<file path="src/rtl/zacore_decode_sb_if.sv">
// Decode-stage bus bundle: fetch handshake, execute output, writeback, control.
// slave  : the decode stage (drives fetch_ready, exec_*, occupancy)
// master : the surrounding pipeline / testbench
interface zacore_decode_sb_if #(
  parameter int INSTR_W    = 32,
  parameter int PC_W       = 32,
  parameter int DEPTH      = 4,
  parameter int REG_ADDR_W = 5
);
  localparam int CNT_W = $clog2(DEPTH) + 1;

  logic                  i_fetch_valid;
  logic                  o_fetch_ready;
  logic [INSTR_W-1:0]    i_fetch_instr;
  logic [PC_W-1:0]       i_fetch_pc;
  logic                  o_exec_valid;
  logic [INSTR_W-1:0]    o_exec_instr;
  logic [PC_W-1:0]       o_exec_pc;
  logic [REG_ADDR_W-1:0] o_exec_rs1;
  logic [REG_ADDR_W-1:0] o_exec_rs2;
  logic [REG_ADDR_W-1:0] o_exec_rd;
  logic                  o_exec_rd_we;
  logic                  i_wb_valid;
  logic [REG_ADDR_W-1:0] i_wb_rd;
  logic                  i_stall;
  logic                  i_invalidate;
  logic [CNT_W-1:0]      o_occupancy;

  modport slave (
    input  i_fetch_valid, i_fetch_instr, i_fetch_pc, i_wb_valid, i_wb_rd,
           i_stall, i_invalidate,
    output o_fetch_ready, o_exec_valid, o_exec_instr, o_exec_pc, o_exec_rs1,
           o_exec_rs2, o_exec_rd, o_exec_rd_we, o_occupancy
  );

  modport master (
    output i_fetch_valid, i_fetch_instr, i_fetch_pc, i_wb_valid, i_wb_rd,
           i_stall, i_invalidate,
    input  o_fetch_ready, o_exec_valid, o_exec_instr, o_exec_pc, o_exec_rs1,
           o_exec_rs2, o_exec_rd, o_exec_rd_we, o_occupancy
  );
endinterface

</file>
<file path="src/rtl/zacore_decode_sb.sv">
// zacore_decode_sb: decode stage between fetch and execute.
// - DEPTH-entry instruction FIFO fed by the fetch handshake.
// - Per-register scoreboard of pending writes; the FIFO head issues only when
//   none of rs1/rs2/rd is pending (RAW/WAW). Writeback clears bits.
// - Registered execute output honouring i_stall and i_invalidate.
// Ports: i_clk, i_rst (async, active-high), bus (zacore_decode_sb_if.slave).
// Option: define ZACORE_DECODE_BYPASS_EN to let a same-cycle writeback mask
//         its register out of the hazard check.
module zacore_decode_sb #(
  parameter int INSTR_W    = 32,
  parameter int PC_W       = 32,
  parameter int DEPTH      = 4,
  parameter int REG_ADDR_W = 5,
  parameter int RD_LSB     = 7,
  parameter int RS1_LSB    = 15,
  parameter int RS2_LSB    = 20
) (
  input  logic               i_clk,
  input  logic               i_rst,
  zacore_decode_sb_if.slave  bus
);
  localparam int PTR_W    = $clog2(DEPTH);
  localparam int CNT_W    = PTR_W + 1;
  localparam int NUM_REGS = 2 ** REG_ADDR_W;

  typedef struct packed {
    logic [INSTR_W-1:0] instr;
    logic [PC_W-1:0]    pc;
  } entry_t;

  entry_t                mem_q [DEPTH];
  logic [PTR_W-1:0]      wr_ptr_q, rd_ptr_q;
  logic [CNT_W-1:0]      cnt_q;
  logic [NUM_REGS-1:0]   sb_q, sb_d, sb_eff;

  logic                  ex_valid_q, ex_rd_we_q;
  entry_t                ex_q;
  logic [REG_ADDR_W-1:0] ex_rs1_q, ex_rs2_q, ex_rd_q;

  entry_t                head;
  logic [REG_ADDR_W-1:0] hd_rs1, hd_rs2, hd_rd;
  logic                  fetch_ready, head_valid, hazard, can_issue, push;

  assign fetch_ready = (cnt_q != CNT_W'(DEPTH));
  assign head_valid  = (cnt_q != '0);
  assign head        = mem_q[rd_ptr_q];
  assign hd_rd       = head.instr[RD_LSB  +: REG_ADDR_W];
  assign hd_rs1      = head.instr[RS1_LSB +: REG_ADDR_W];
  assign hd_rs2      = head.instr[RS2_LSB +: REG_ADDR_W];

`ifdef ZACORE_DECODE_BYPASS_EN
  logic [NUM_REGS-1:0] wb_mask;
  always_comb begin
    wb_mask = '0;
    if (bus.i_wb_valid) wb_mask[bus.i_wb_rd] = 1'b1;
  end
  assign sb_eff = sb_q & ~wb_mask;
`else
  assign sb_eff = sb_q;
`endif

  // sb_q[0] is held at 0, so r0 operands never block.
  assign hazard    = sb_eff[hd_rs1] | sb_eff[hd_rs2] | sb_eff[hd_rd];
  assign can_issue = head_valid & ~hazard & (~ex_valid_q | ~bus.i_stall) &
                     ~bus.i_invalidate;
  // Ready uses the current count only: a pop this cycle does not free a slot.
  assign push      = bus.i_fetch_valid & fetch_ready & ~bus.i_invalidate;

  // Clears first, set last: an issue setting the same register wins.
  always_comb begin
    sb_d = sb_q;
    if (bus.i_wb_valid) sb_d[bus.i_wb_rd] = 1'b0;
    // A flushed instruction never writes back, so release its destination.
    if (bus.i_invalidate && ex_valid_q && ex_rd_we_q) sb_d[ex_rd_q] = 1'b0;
    if (can_issue && hd_rd != '0) sb_d[hd_rd] = 1'b1;
    sb_d[0] = 1'b0;
  end

  always_ff @(posedge i_clk or posedge i_rst) begin
    if (i_rst) begin
      for (int i = 0; i < DEPTH; i++) mem_q[i] <= '0;
      wr_ptr_q <= '0;
      rd_ptr_q <= '0;
      cnt_q    <= '0;
      sb_q     <= '0;
    end else begin
      sb_q <= sb_d;
      if (bus.i_invalidate) begin
        wr_ptr_q <= '0;
        rd_ptr_q <= '0;
        cnt_q    <= '0;
      end else begin
        if (push) begin
          mem_q[wr_ptr_q] <= '{instr: bus.i_fetch_instr, pc: bus.i_fetch_pc};
          wr_ptr_q        <= wr_ptr_q + 1'b1;  // DEPTH is a power of two
        end
        if (can_issue) rd_ptr_q <= rd_ptr_q + 1'b1;
        case ({push, can_issue})
          2'b10:   cnt_q <= cnt_q + 1'b1;
          2'b01:   cnt_q <= cnt_q - 1'b1;
          default: cnt_q <= cnt_q;
        endcase
      end
    end
  end

  // Execute output register: invalidate > issue > drain when not stalled.
  always_ff @(posedge i_clk or posedge i_rst) begin
    if (i_rst) begin
      ex_valid_q <= 1'b0;
      ex_q       <= '0;
      ex_rs1_q   <= '0;
      ex_rs2_q   <= '0;
      ex_rd_q    <= '0;
      ex_rd_we_q <= 1'b0;
    end else if (bus.i_invalidate) begin
      ex_valid_q <= 1'b0;
    end else if (can_issue) begin
      ex_valid_q <= 1'b1;
      ex_q       <= head;
      ex_rs1_q   <= hd_rs1;
      ex_rs2_q   <= hd_rs2;
      ex_rd_q    <= hd_rd;
      ex_rd_we_q <= (hd_rd != '0);
    end else if (!bus.i_stall) begin
      ex_valid_q <= 1'b0;
    end
  end

  assign bus.o_fetch_ready = fetch_ready;
  assign bus.o_occupancy   = cnt_q;
  assign bus.o_exec_valid  = ex_valid_q;
  assign bus.o_exec_instr  = ex_q.instr;
  assign bus.o_exec_pc     = ex_q.pc;
  assign bus.o_exec_rs1    = ex_rs1_q;
  assign bus.o_exec_rs2    = ex_rs2_q;
  assign bus.o_exec_rd     = ex_rd_q;
  assign bus.o_exec_rd_we  = ex_rd_we_q;
endmodule

</file>
<file path="src/flat_wrapper.sv">
// flat-port wrapper written by rule: the top's interface ports become plain ports
module zacore_decode_sb_flat 
#(
  parameter int INSTR_W    = 32,
  parameter int PC_W       = 32,
  parameter int DEPTH      = 4,
  parameter int REG_ADDR_W = 5,
  parameter int RD_LSB     = 7,
  parameter int RS1_LSB    = 15,
  parameter int RS2_LSB    = 20
)
  (i_clk, i_rst, bus_i_fetch_valid, bus_i_fetch_instr, bus_i_fetch_pc, bus_i_wb_valid, bus_i_wb_rd, bus_i_stall, bus_i_invalidate, bus_o_fetch_ready, bus_o_exec_valid, bus_o_exec_instr, bus_o_exec_pc, bus_o_exec_rs1, bus_o_exec_rs2, bus_o_exec_rd, bus_o_exec_rd_we, bus_o_occupancy);
  zacore_decode_sb_if #(.INSTR_W(INSTR_W), .PC_W(PC_W), .DEPTH(DEPTH), .REG_ADDR_W(REG_ADDR_W)) bus_i ();
  input  logic i_clk;
  input  logic i_rst;
  input wire logic [$bits(bus_i.i_fetch_valid)-1:0] bus_i_fetch_valid;
  input wire logic [$bits(bus_i.i_fetch_instr)-1:0] bus_i_fetch_instr;
  input wire logic [$bits(bus_i.i_fetch_pc)-1:0] bus_i_fetch_pc;
  input wire logic [$bits(bus_i.i_wb_valid)-1:0] bus_i_wb_valid;
  input wire logic [$bits(bus_i.i_wb_rd)-1:0] bus_i_wb_rd;
  input wire logic [$bits(bus_i.i_stall)-1:0] bus_i_stall;
  input wire logic [$bits(bus_i.i_invalidate)-1:0] bus_i_invalidate;
  output wire logic [$bits(bus_i.o_fetch_ready)-1:0] bus_o_fetch_ready;
  output wire logic [$bits(bus_i.o_exec_valid)-1:0] bus_o_exec_valid;
  output wire logic [$bits(bus_i.o_exec_instr)-1:0] bus_o_exec_instr;
  output wire logic [$bits(bus_i.o_exec_pc)-1:0] bus_o_exec_pc;
  output wire logic [$bits(bus_i.o_exec_rs1)-1:0] bus_o_exec_rs1;
  output wire logic [$bits(bus_i.o_exec_rs2)-1:0] bus_o_exec_rs2;
  output wire logic [$bits(bus_i.o_exec_rd)-1:0] bus_o_exec_rd;
  output wire logic [$bits(bus_i.o_exec_rd_we)-1:0] bus_o_exec_rd_we;
  output wire logic [$bits(bus_i.o_occupancy)-1:0] bus_o_occupancy;
  assign bus_i.i_fetch_valid = bus_i_fetch_valid;
  assign bus_i.i_fetch_instr = bus_i_fetch_instr;
  assign bus_i.i_fetch_pc = bus_i_fetch_pc;
  assign bus_i.i_wb_valid = bus_i_wb_valid;
  assign bus_i.i_wb_rd = bus_i_wb_rd;
  assign bus_i.i_stall = bus_i_stall;
  assign bus_i.i_invalidate = bus_i_invalidate;
  assign bus_o_fetch_ready = bus_i.o_fetch_ready;
  assign bus_o_exec_valid = bus_i.o_exec_valid;
  assign bus_o_exec_instr = bus_i.o_exec_instr;
  assign bus_o_exec_pc = bus_i.o_exec_pc;
  assign bus_o_exec_rs1 = bus_i.o_exec_rs1;
  assign bus_o_exec_rs2 = bus_i.o_exec_rs2;
  assign bus_o_exec_rd = bus_i.o_exec_rd;
  assign bus_o_exec_rd_we = bus_i.o_exec_rd_we;
  assign bus_o_occupancy = bus_i.o_occupancy;
  zacore_decode_sb #(.INSTR_W(INSTR_W), .PC_W(PC_W), .DEPTH(DEPTH), .REG_ADDR_W(REG_ADDR_W), .RD_LSB(RD_LSB), .RS1_LSB(RS1_LSB), .RS2_LSB(RS2_LSB)) u_core (.i_clk(i_clk), .i_rst(i_rst), .bus(bus_i));
endmodule
</file>
<file path="config.mk">
export PLATFORM = sky130hd
export DESIGN_NAME = zacore_decode_sb_flat
export DESIGN_NICKNAME = d
export VERILOG_FILES = /design/src/rtl/zacore_decode_sb_if.sv /design/src/rtl/zacore_decode_sb.sv /design/src/flat_wrapper.sv
export SDC_FILE = /design/constraint.sdc
export NUM_CORES = 1
export LEC_CHECK = 0
export ABC_AREA = 1
export ABC_CLOCK_PERIOD_IN_PS = 25600
export BUFFER_PORTS_ARGS = -buffer_cell sky130_fd_sc_hd__buf_2
export CORE_UTILIZATION = 62
export CTS_CLUSTER_DIAMETER = 40
export CTS_CLUSTER_SIZE = 40
export DETAILED_ROUTE_END_ITERATION = 8
export HOLD_SLACK_MARGIN = 0.06
export PLACE_DENSITY = 0.88
export SYNTH_ARGS = -nofsm -noshare
export SYNTH_HDL_FRONTEND = slang
export SYNTH_SLANG_ARGS = --single-unit
</file>
<file path="constraint.sdc">
create_clock -name i_clk -period 25.6 [get_ports i_clk]
set_input_delay 1.28 -clock i_clk [delete_from_list [all_inputs] [get_ports i_clk]]
set_output_delay 1.28 -clock i_clk [all_outputs]
set_load 0.02 [all_outputs]
</file>
==> qor.yml <==
layout-drive-gt1-share_pct: 13.5
synth_area_um2: 16800
ys_ff_latch: 360
fill_cells: 1900
clk_pin_slew_worst_paths_ns: 0.06
die_y_um: 167
postCtsSetupBuffers: 0
period_minus_slack_ns: 5.13
grt_pass1_vias: 14762
drtIter0Drc: 1632
fin_crit_sh_pct: 20.0
critPathKind: "register to register"
pin_count: 160
layout.nets: 2231
overflow: 0
wl_um: 45200
max-slew-margin-rel_pct: 18.0
cp_max_fo: 97
critPathLaunchType: "register"
dp_hpwl_um: 26400
hold_ws_ns: 0.474
num_vias: 15185
max-vdd-ir-drop_mv: 0.0782
maxCapViolations: 0
yosysSeqAreaShare_pct: 53.5
fmax_mhz: 195
synth_nets: 2151
hold_path.class: "register to register"
hold_viol: 0
timing.critical_path.to_type: "register"
synth_warnings: 0
setup_tns_ns: 0
setup_viol: 0
p_per_area_nw_per_um2: 120
multi_input_area_um2: 6630
core_area_um2: 26400
track_usage_pct: 32.5
rsz0062_at_grt: "no"
htree_levels: 2
cts.sinks: 360
reg2reg_depth: 16
numPortBuffers: 159
drc: 0
yosys.cell_types.count: 38
start_util_pct: 63.9
grt_pass1_wl_um: 73600
die_width_um: 167
vias_per_cell: 6.03
rows: 59
drt-wirelength-per-cell_um: 17.9
cts_root_buf: "clkbuf_16"
die_area_um2: 27800
dr.pass1.iters: 6
slew_viol_final: 0
cts_made_buffers: 43
hold_depth: 2
fin_cells: 2520
postRouteAntennaNets: 0
cts_tree: "built"
arrival_ns: 5.60
crit_required_ns: 26.07
place.gp.congestion: 1.02
seq_area_um2: 9010
skew_ns: 0.0172
place_inst: 2441
diodes: 0
worstMarginPinSlew_ns: 1.23
area_growth_pct: 13.1
cts-hold-fix-buffers: 0
ctsResizeCount: 0
clk_path_buf_depth: 3
avgSynthCellArea_um2: 8.14
synthCells: 2071
status: "completed"
grt_max_degree: 128
p_leak_uw: 0.00970
antenna_found_initial: 0
clk_latency_ns: 0.54
## metal layers
| layer | GRT usage [%] | wire (um) |
|---|---|---|
| met1 | 43.3 | 18000 |
| met2 | 52.3 | 21800 |
| met3 | 5.58 | 3640 |
| met4 | 15.1 | 1740 |
| met5 | 0 | 0 |
## critical path, stage by stage, from the launching register on
cell and delay (ns):
dfrtp_4 0.69, inv_4 0.50, buf_4 0.68, nand2_1 0.14, nand3_2 0.34, nand3_1 0.14, nand3_1 0.13, nand3_1 0.09
nand3_1 0.10, nand2_1 0.05, nand2_1 0.08, nand3_1 0.12, nor2_2 0.18, nand3_4 0.91, nor2_2 0.64, nand2_1 0.09
nand2_1 0.08
## sequential cells by signal, indices dropped and copies added, names as in the netlist
name                     flops
u_core.bus.o_exec_rs2        4
u_core.mem_q               256
u_core.rd_ptr_q              2
u_core.bus.o_exec_rd         4
u_core.bus.o_occupancy       3
u_core.bus.o_exec_rd_we      1
u_core.sb_eff               31
u_core.bus.o_exec_rs1        4
u_core.bus.o_exec_valid      1
u_core.bus.o_exec_pc        32
u_core.bus.o_exec_instr     20
u_core.wr_ptr_q              2
## worst paths after layout
kind | start | endpoint | slack (ns)
min | u_core.bus.o_exec_instr[5]$_DFFE_PP0P_ | u_core.bus.o_exec_instr[5]$_DFFE_PP0P_ | 0.47
max in group asynchronous | i_rst | u_core.bus.o_exec_instr[5]$_DFFE_PP0P_ | 22.29
min in group asynchronous | i_rst | u_core.bus.o_exec_pc[30]$_DFFE_PP0P_ | 0.96
max reg2reg | u_core.rd_ptr_q[0]$_DFFE_PP0P_ | u_core.sb_eff[7]$_DFF_PP0_ | 20.47
max | u_core.rd_ptr_q[0]$_DFFE_PP0P_ | u_core.sb_eff[7]$_DFF_PP0_ | 20.47
min reg2reg | u_core.bus.o_exec_instr[5]$_DFFE_PP0P_ | u_core.bus.o_exec_instr[5]$_DFFE_PP0P_ | 0.47
## metrics by stage
step           total power [uW]  worst slack, ns  area, um^2  utilization (%)
4_1_cts                    2280            20.62       19100             72.3
6_report                   2290            20.47       19100             72.3
2_1_floorplan              1430            14.33       16800                -
5_1_grt                    2420            20.04       19100             72.3
3_3_place_gp               1590            20.71       17500             66.5
3_5_place_dp               1620            20.66       17500             66.5
## synth_stat cells
cell type | count | share of area, %
clkbuf_1 | 90 | 2.0
or2_0 | 1 | 0.037
inv_1 | 142 | 3.2
nor2_4 | 1 | 0.067
nor2_2 | 4 | 0.15
buf_4 | 23 | 1.0
nor3_1 | 8 | 0.24
a21oi_1 | 3 | 0.089
or2_1 | 4 | 0.15
nand3_2 | 7 | 0.42
buf_2 | 11 | 0.33
ha_1 | 4 | 0.30
inv_2 | 6 | 0.13
o211ai_1 | 2 | 0.089
nor2_1 | 137 | 3.1
nand3_1 | 134 | 4.0
o22ai_1 | 49 | 1.8
and2_1 | 2 | 0.074
o31ai_1 | 6 | 0.27
nor3_2 | 1 | 0.059
nand2_1 | 610 | 14
buf_6 | 10 | 0.67
o21ai_2 | 1 | 0.052
nand3b_1 | 1 | 0.045
o31ai_2 | 6 | 0.45
xnor2_1 | 1 | 0.052
o221ai_1 | 31 | 1.6
o21ai_0 | 379 | 11
nand2_4 | 1 | 0.067
fa_1 | 1 | 0.12
buf_1 | 2 | 0.045
or2_2 | 3 | 0.11
nand4_1 | 4 | 0.15
dfrtp_1 | 360 | 53
o21ai_1 | 15 | 0.45
a32oi_1 | 2 | 0.10
nand2_2 | 8 | 0.30
inv_4 | 1 | 0.037
## layout make-up
| type | instances | area share, % |
|---|---|---|
| clock buffers | 53 | 6.38 |
| clock inverters | 26 | 1.68 |
| inverters | 149 | 2.99 |
| multi-input cells | 1426 | 34.8 |
| flip-flops and latches | 360 | 47.3 |
| well taps | 335 | 2.20 |
| repair buffers | 171 | 4.65 |
## placed cells by master (no fill, tap or decap), types with 4 or more instances in the layout
master	n
nand2_1	606
o21ai_0	379
dfrtp_1	358
buf_2	159
inv_1	141
nor2_1	137
nand3_1	134
o22ai_1	49
clkbuf_16	45
o221ai_1	31
o21ai_1	15
buf_4	12
nand2_2	8
nor3_1	8
inv_2	6
nand3_2	6
o31ai_2	6
o31ai_1	6
clkbuf_8	6
clkinv_2	6
nand2_4	5
nor2_2	4
or2_1	4
nand4_1	4
ha_1	4
clkinv_4	4
bufinv_16	4
clkinvlp_4	4
## power by group
| part | total (uW) | internal (uW) | leakage (uW) | switching [uW] |
|---|---|---|---|---|
| Clock | 642 | 386 | 0.000746 | 256 |
| Combinational | 787 | 244 | 0.00429 | 543 |
| Sequential | 863 | 741 | 0.00466 | 121 |
## cells by family (layout without fill, tap and decap cells)
kind of cell               after synthesis  in the layout  share of synthesized area (%)
adders and majority gates                5              5                          0.416
DFF                                    360            360                           53.5
AOI/OAI and AO/OA                      494            494                           16.2
and+or+nand+nor                        926            926                           22.5
xor gates and xnor gates                 1              1                         0.0520
buffers and inverters                  285            399                           7.40
Power figures use the tool's default switching activity.
